[src/rtl/spike_if_pkg.sv]
// rtl/spike_if_pkg.sv - shared types and saturating helper for the spike decoder
package spike_if_pkg;

  localparam int CNT_W_DEF = 8;

  typedef enum logic {IDLE, RUN} state_t;

  // Increment v but hold at the all-ones value of a w-bit counter.
  function automatic logic [31:0] sat_inc(input logic [31:0] v, input int w);
    logic [31:0] lim;
    lim = (32'd1 << w) - 32'd1;
    return (v >= lim) ? v : v + 32'd1;
  endfunction

endpackage

[src/rtl/spike_edge_det.sv]
// rtl/spike_edge_det.sv - rising-edge detector on the level-sampled spike stream
module spike_edge_det (
  input  logic clk,
  input  logic rst,
  input  logic spike_in,
  output logic spike_edge
);

  logic r_spike_d;

  always_ff @(posedge clk) begin
    if (rst) r_spike_d <= 1'b0;
    else     r_spike_d <= spike_in;
  end

  assign spike_edge = spike_in & ~r_spike_d;

endmodule

[src/rtl/spike_rate_decoder.sv]
// rtl/spike_rate_decoder.sv - windowed spike-rate counter with ISI readout and valid/ready output
module spike_rate_decoder
  import spike_if_pkg::*;
#(
  parameter int CNT_W = CNT_W_DEF
) (
  input  logic             clk,
  input  logic             rst,
  input  logic             en,
  input  logic             spike_in,
  input  logic [7:0]       window_len,
  output logic [CNT_W-1:0] rate_out,
  output logic             rate_valid,
  input  logic             rate_ready,
  output logic [CNT_W-1:0] isi_out,
  output logic             isi_valid,
  output logic             drop
);

  state_t           r_state;
  logic [8:0]       r_len_q;
  logic [7:0]       r_win_cnt;
  logic [CNT_W-1:0] r_spk_cnt;
  logic [CNT_W-1:0] r_isi_cnt;
  logic             r_armed;
  logic [CNT_W-1:0] r_rate_out;
  logic             r_rate_valid;
  logic [CNT_W-1:0] r_isi_out;
  logic             r_isi_valid;
  logic             r_drop;

  logic             w_edge;
  logic [8:0]       w_len_sel;
  logic             w_last;
  logic             w_complete;
  logic [CNT_W-1:0] w_spk_next;
  logic [CNT_W-1:0] w_isi_inc;

  spike_edge_det u_edge (
    .clk        (clk),
    .rst        (rst),
    .spike_in   (spike_in),
    .spike_edge (w_edge)
  );

  // A programmed length of 0 stands for the full 256-cycle window.
  assign w_len_sel  = (window_len == 8'd0) ? 9'd256 : {1'b0, window_len};
  assign w_last     = ({1'b0, r_win_cnt} == (r_len_q - 9'd1));
  assign w_complete = (r_state == RUN) && en && w_last;
  assign w_spk_next = w_edge ? CNT_W'(sat_inc(32'(r_spk_cnt), CNT_W)) : r_spk_cnt;
  assign w_isi_inc  = CNT_W'(sat_inc(32'(r_isi_cnt), CNT_W));

  always_ff @(posedge clk) begin
    if (rst) begin
      r_state      <= IDLE;
      r_len_q      <= '0;
      r_win_cnt    <= '0;
      r_spk_cnt    <= '0;
      r_isi_cnt    <= '0;
      r_armed      <= 1'b0;
      r_rate_out   <= '0;
      r_rate_valid <= 1'b0;
      r_isi_out    <= '0;
      r_isi_valid  <= 1'b0;
      r_drop       <= 1'b0;
    end else begin
      if (r_rate_valid && rate_ready && !w_complete) r_rate_valid <= 1'b0;

      if (r_state == IDLE) begin
        if (en) begin
          r_state   <= RUN;
          r_win_cnt <= '0;
          r_spk_cnt <= '0;
          r_len_q   <= w_len_sel;
          r_isi_cnt <= '0;
          r_armed   <= 1'b0;
        end
      end else if (!en) begin
        r_state <= IDLE;
        r_armed <= 1'b0;
      end else begin
        if (w_last) begin
          r_rate_out   <= w_spk_next;
          r_rate_valid <= 1'b1;
          if (r_rate_valid && !rate_ready) r_drop <= 1'b1;
          r_spk_cnt    <= '0;
          r_win_cnt    <= '0;
          r_len_q      <= w_len_sel;
        end else begin
          r_win_cnt <= r_win_cnt + 8'd1;
          r_spk_cnt <= w_spk_next;
        end

        // The first edge after entering RUN only arms the interval counter.
        if (w_edge) begin
          r_isi_cnt <= '0;
          r_armed   <= 1'b1;
          if (r_armed) begin
            r_isi_out   <= w_isi_inc;
            r_isi_valid <= 1'b1;
          end
        end else begin
          r_isi_cnt <= w_isi_inc;
        end
      end
    end
  end

  assign rate_out   = r_rate_out;
  assign rate_valid = r_rate_valid;
  assign isi_out    = r_isi_out;
  assign isi_valid  = r_isi_valid;
  assign drop       = r_drop;

endmodule
[config.mk]
export PLATFORM = sky130hd
export DESIGN_NAME = spike_rate_decoder
export DESIGN_NICKNAME = d
export VERILOG_FILES = /design/src/rtl/spike_if_pkg.sv /design/src/rtl/spike_edge_det.sv /design/src/rtl/spike_rate_decoder.sv
export SDC_FILE = /design/constraint.sdc
export NUM_CORES = 1
export LEC_CHECK = 0
export CELL_PAD_IN_SITES_DETAIL_PLACEMENT = 1
export CELL_PAD_IN_SITES_GLOBAL_PLACEMENT = 2
export CORE_MARGIN = 5
export CORE_UTILIZATION = 34
export CTS_CLUSTER_SIZE = 8
export DETAILED_ROUTE_END_ITERATION = 10
export PLACE_DENSITY = 0.83
export SLEW_MARGIN = 20
export SYNTH_ARGS = -nofsm -noshare
export SYNTH_HDL_FRONTEND = slang
export SYNTH_SLANG_ARGS = --single-unit
[constraint.sdc]
create_clock -name clk -period 3.1 [get_ports clk]
set_input_delay 0.93 -clock clk [delete_from_list [all_inputs] [get_ports clk]]
set_output_delay 0.93 -clock clk [all_outputs]
set_load 0.05 [all_outputs]
== Word-level counts from Yosys, hierarchy flattened ==
Index checks and enable logic that the tools add are counted.
Widths: inputs -> output; s select.

* $add $sub $neg: 4
* Order comparisons: 2
* Equal/unequal tests: 3
* Mux-type cells: 27
* Bitwise gates (word level): 2
* Reductions and logical operators: 14

{| class="wikitable"
|+ Operators with widths
! operator !! count
|-
| $mux 8 || 13
|-
| $mux 9 || 5
|-
| $add 8x1->8 const B || 3
|-
| $ge 8x8->1 const B || 2
|-
| $eq 8x9->1 || 1
|-
| $mux 1 || 9
|-
| $sub 9x1->9 const B || 1
|-
| $logic_not 8->1 || 1
|-
| $reduce_and 4->1 || 2
|-
| $logic_and 1x1->1 || 5
|-
| $reduce_and 2->1 || 2
|-
| $ne 3x2->1 const B || 1
|-
| $reduce_and 3->1 || 1
|-
| $logic_not 1->1 || 2
|-
| $ne 2x1->1 const B || 1
|-
| $reduce_bool 2->1 || 1
|-
| $and 1x1->1 || 1
|-
| $not 1->1 || 1
|}

* Register bits: 55
* Input bits: 13
* Output and inout bits: 19
* Word-level logic and storage cells: 64

== Longest topological paths before layout ==
* Depth after elaboration: 9
* Mapped depth: 11
* Mapped depth without buffers: 9

== Cells and area by module ==
From an unflattened synthesis, not the netlist that was laid out.

* Cell total of the unflattened synthesis: 322
* Area total of the unflattened synthesis: 2761.4 um2

{| class="wikitable"
|+ Modules (own cells, without submodules)
! module !! times used !! cells an instance !! area an instance (um2) !! seq. area each (um2)
|-
| spike_rate_decoder || 1 || 319 || 2713.9 || 1081.0
|-
| spike_edge_det || 1 || 3 || 47.5 || 20.0
|}

== Worst setup path after synthesis ==
OpenSTA, ideal clock, no wires.

* Path type: register to register
* Start point: register r_len_q[0]
* End point: register r_rate_out[4] (netlist: rate_out[4])
* Setup time: 0.079 ns
* Data arrival time: 2.363 ns
* Data required time: 3.021 ns
* Setup slack: 0.658 ns
* Cell stages (with the launch flop): 12
* Buffers on the path: 2
* Period minus slack after synthesis: 2.442 ns
* Path through: dfxtp_1 > buf_6 > inv_1 > ha_1 > nor3b_2 > a41oi_1 > a211oi_1 > nand3_1 > nor4_4 > buf_6 > nor2_1 > a211oi_2

* Word-level cells in the longest chain between the ends: 3

{| class="wikitable"
|+ Ends and longest elaborated chain
! element !! line !! RTL
|-
| from (decl) || spike_rate_decoder.sv:21 || <nowiki>logic [8:0] r_len_q;</nowiki>
|-
| from (signal assigned) || spike_rate_decoder.sv:74 || <nowiki>r_len_q <= w_len_sel;</nowiki>
|-
| from (signal assigned) || spike_rate_decoder.sv:88 || <nowiki>r_len_q <= w_len_sel;</nowiki>
|-
| $sub 9x1->9 || spike_rate_decoder.sv:48 || <nowiki>assign w_last = ({1'b0, r_win_cnt} == (r_len_q - 9'd1));</nowiki>
|-
| $eq 8x9->1 || spike_rate_decoder.sv:48 ||
|-
| $reduce_and 3->1 (no source line) || -- ||
|-
| to (signal assigned) || spike_rate_decoder.sv:83 || <nowiki>r_rate_out <= w_spk_next;</nowiki>
|-
| to (decl) || spike_rate_decoder.sv:26 || <nowiki>logic [CNT_W-1:0] r_rate_out;</nowiki>
|}

Every way passes these cells.
A chain may end at the register's enable or synchronous reset.

== Worst setup path after layout ==
* Start point: register r_len_q[0]
* End point: register r_len_q[8]

* Word-level cells in the longest chain between the ends: 4

{| class="wikitable"
|+ Ends and longest elaborated chain
! element !! line
|-
| $sub 9x1->9 || spike_rate_decoder.sv:48
|-
| $eq 8x9->1 || spike_rate_decoder.sv:48
|-
| $ne 2x1->1 (no source line) || --
|-
| $reduce_and 2->1 (no source line) || --
|}

Every way passes these cells.

==> summary.md <==
| Metric | Value |
|---|---|
| Outcome | `completed` |
| Die Area | `0.0103 mm^2` |
| # rows | `33` |
| Minimum clock period | `2.85 ns` |
| Post-synth ARST share | `0%` |
| CP Data Arrival Time | `3.03 ns` |
| Finish-stage setup viols | `0` |
| CTS resizes | `0` |
| Core area | `0.00818 mm^2` |
| Number of enable-type register cells in the synthesized netlist | `0` |
| Vias in the first global route | `2431` |
| Peak VDD IR | `0.162 mV` |
| Fillers | `979` |
| Post-Synth XOR/XNOR Area | `6.17%` |
| Critical path, cell by cell | `inv_1 -> ha_1 -> nor3b_2 -> a41oi_1 -> a211oi_1 -> nand3_1 -> o41ai_2 -> buf_4 -> mux2i_1 -> nor2_1` |
| Simple-gate share of the synthesized area | `26.8%` |
| Syn Nets | `357` |
| Post-CTS setup buffers | `0` |
| Worst R2R End | `r_len_q[8]$_SDFFE_PP0P_` |
| Root Buffer | `clkbuf_8` |
| CP Class | `reg -> reg` |
| DR pass1 iterations | `4` |
| I/O Pins | `32` |
| Fin Setup TNS | `0 ns` |
| Num Clock Sinks | `55` |
| CTS tree | `done` |
| Hold Path End | `isi_out[0]$_SDFFE_PP0P_` |
| Clock buffer depth | `2` |
| DR DRC count | `0` |
| Worst Path Required | `3.29 ns` |
| Hold path cells | `2` |
| Mean Syn Cell Area | `8.35 um^2` |
| Total CTS buffers | `5` |
| Worst Clk Skew | `0.00580 ns` |
| Antenna diodes | `0` |
| CP Launch Type | `flip-flop` |
| Adder-Cell Fraction of Synth Area | `1.76%` |
| RSZ-0062 raised after global routing | `false` |
| P&R area growth vs syn | `18.6%` |
| Crit path capture type | `flip-flop` |
| DR vias | `2515` |
| Buf/Inv on CP | `2` |
| Reg2reg start | `r_len_q[0]$_SDFFE_PP0P_` |
| Worst Tran Pin Value | `0.555 ns` |
| Hold Crit Start | `isi_out[0]$_SDFFE_PP0P_` |
| Layout cell share with drive strength beyond 1 | `8.02%` |
| I/O Buffers | `31` |
| Peak Freq | `0.351 GHz` |
| Total Routing Usage GR | `14.3%` |
| Post-synth cell types | `55` |
| Largest net degree at the start of global routing | `29` |
| Max incr delay on CP | `0.40 ns` |
| Worst-case reg-to-reg path depth | `10` |
| Synth Area in Compound Gates | `17.1%` |
| Initial DRC Count | `79` |
| Die height | `101 um` |
| Via density | `5.25` |
| Hold-fix buffer count after cts | `0` |
| Rel. slew slack | `62.9%` |
| GRT Residual Overflow | `0` |
| Final slew viol count | `0` |
| Post-Syn Instances | `340` |
| H-Tree Depth | `2` |
| GP Congestion | `0.771` |
| R2R setup slack | `0.25 ns` |
| Mux contribution to synthesized area | `5.33%` |
| Delay-heaviest family, CP | `compound AO/OA/AOI/OAI gates` |
| Antenna violations before repair | `0` |
| Reg clk slew, reported paths | `0.09 ns` |
| Antenna viol nets, final | `0` |
| Final-report hold violation count | `0` |
| Maxcap violations | `0` |
| Seq/Total Area, Yosys | `38.8%` |
| #FFs+latches synth | `55` |
| First-pass GRT wire length | `11900 um` |
| Slowest cell on crit path | `dfxtp_1` |
| Syn Std Cell Area | `0.00284 mm^2` |
| Ys flop type | `dfxtp_1` |
| Min Hold Slack | `0.463 ns` |
| Crit share post-route | `91.9%` |
| Main combinational cell family by area after synthesis | `simple AND/OR/NAND/NOR gates` |
| Final WL | `7090 um` |
| Initial Util | `34.7%` |
| Die Width | `101 um` |
| Hpwl dp | `5320 um` |
| Nets | `390` |
| Power per cell area | `380 mW/mm^2` |
| Leakage | `1.17 nW` |
| Avg WL per Cell | `14.8 um` |
| Syn. warnings | `0` |
| Tot Pwr | `1.28 mW` |
| Crit-path max FO | `9` |
| Worst skew pair latency | `0.30 ns` |
| Hold Path Class | `reg -> reg` |
==> worst max path at each step <==
stage                             from                         to  cells after the start
2_1_floorplan  r_len_q[0]$_SDFFE_PP0P_   rate_out[4]$_SDFFE_PP0N_                     11
3_3_place_gp                  spike_in  r_spk_cnt[5]$_SDFFE_PP0P_                      8
3_5_place_dp                        en  r_isi_cnt[6]$_SDFFE_PP0P_                      5
4_1_cts        r_len_q[0]$_SDFFE_PP0P_    r_len_q[8]$_SDFFE_PP0P_                     10
5_1_grt        r_len_q[0]$_SDFFE_PP0P_    r_len_q[5]$_SDFFE_PP0P_                     10
6_report       r_len_q[0]$_SDFFE_PP0P_    r_len_q[8]$_SDFFE_PP0P_                     10
==> where the power goes <==
| part | switching (mW) | leakage (nW) | internal (mW) | total, mW |
|---|---|---|---|---|
| Clock | 0.234 | 0.0412 | 0.159 | 0.393 |
| Sequential | 0.0172 | 0.445 | 0.716 | 0.733 |
| Combinational | 0.0875 | 0.686 | 0.0652 | 0.153 |
==> flip-flops by register name, summed over array words and instances (netlist names) <==
name,cells
r_win_cnt,8
r_spk_cnt,8
isi_out,8
r_len_q,9
isi_valid,1
u_edge.r_spike_d,1
r_state,1
r_armed,1
r_isi_cnt,8
rate_valid,1
drop,1
rate_out,8
==> cell type report <==
| cell class | count | area, um^2 | area share (%) |
|---|---|---|---|
| Tap cell | 105 | 131 | 3.90 |
| Timing Repair Buffer | 42 | 388 | 11.5 |
| Sequential cell | 55 | 1100 | 32.7 |
| Inverter | 8 | 30.0 | 0.892 |
| Multi-Input combinational cell | 261 | 1630 | 48.5 |
| Clock buffer | 6 | 72.6 | 2.16 |
| Clock inverter | 2 | 12.5 | 0.372 |
==> placed cells by master (no fill, tap or decap), drive strengths merged, types with 3 or more instances in the layout <==
cell,n
a31oi,6
clkbuf,6
nor2b,6
nor3,8
nor2,56
nand3b,4
a21oi,19
o211ai,3
clkdlybuf4s50,30
nand3,10
and2,4
o21ai,11
ha,4
dfxtp,55
mux2i,14
a22oi,3
xor2,8
and3,7
nor4,5
buf,12
nand2b,5
a211oi,11
xnor2,12
inv,8
nand2,31
nand4,5
==> layer usage <==
metal / track usage, % / share of wire [%] / up-vias
li1: - / - / 1277
met1: 19.8 / 50 / 1219
met2: 23.2 / 48 / 14
met3: 2.41 / 1.5 / 5
met4: 3.68 / 1.0 / 0
met5: 0 / 0 / -
==> per-stage QoR <==
stage	setup slack (ns)	std cells	area, um^2	utilization [%]
floorplan	0.658	340	2840	-
global placement	0.279	471	3280	40.1
detailed placement	0.197	471	3280	40.1
CTS	0.238	479	3370	41.2
global route	0.0161	479	3370	41.2
finish	0.252	479	3370	41.2
==> worst reg2reg max path: cells and delay by family (launching register included) <==
kind                       cells  cell delay (ns)
adders and majority gates      1             0.28
muxes                          1             0.23
buffers and inverters          2             0.34
AOI/OAI and AO/OA              3             0.77
and+or+nand+nor                3             0.71
DFF                            1             0.40
==> cell usage after synthesis (all sizes together) (5+ instances only) <==
library cell,count,area (um^2)
clkbuf,11,41.3
a21oi,19,95.1
nand2,31,116
nor2,56,215
nand2b,5,31.3
nand4,5,31.3
mux2i,14,140
o21ai,11,55.1
inv,8,30.0
nor4,5,52.6
buf,5,42.5
nor2b,6,37.5
xor2,8,70.1
nand3,10,50.1
and3,7,43.8
dfxtp,55,1100
xnor2,12,105
nor3,8,45.0
a31oi,6,37.5
a211oi,11,92.6
==> logic make-up (layout without fill, tap and decap cells) <==
kind of cell    count (synthesis)  in the layout
simple gates                  151            151
compound gates                 71             71
flops                          55             55
buf+inv                        24             58
xor+xnor                       20             20
mux                            15             15
fa+ha+maj                       4              4
No activity file was read; power rests on OpenSTA's default activity.
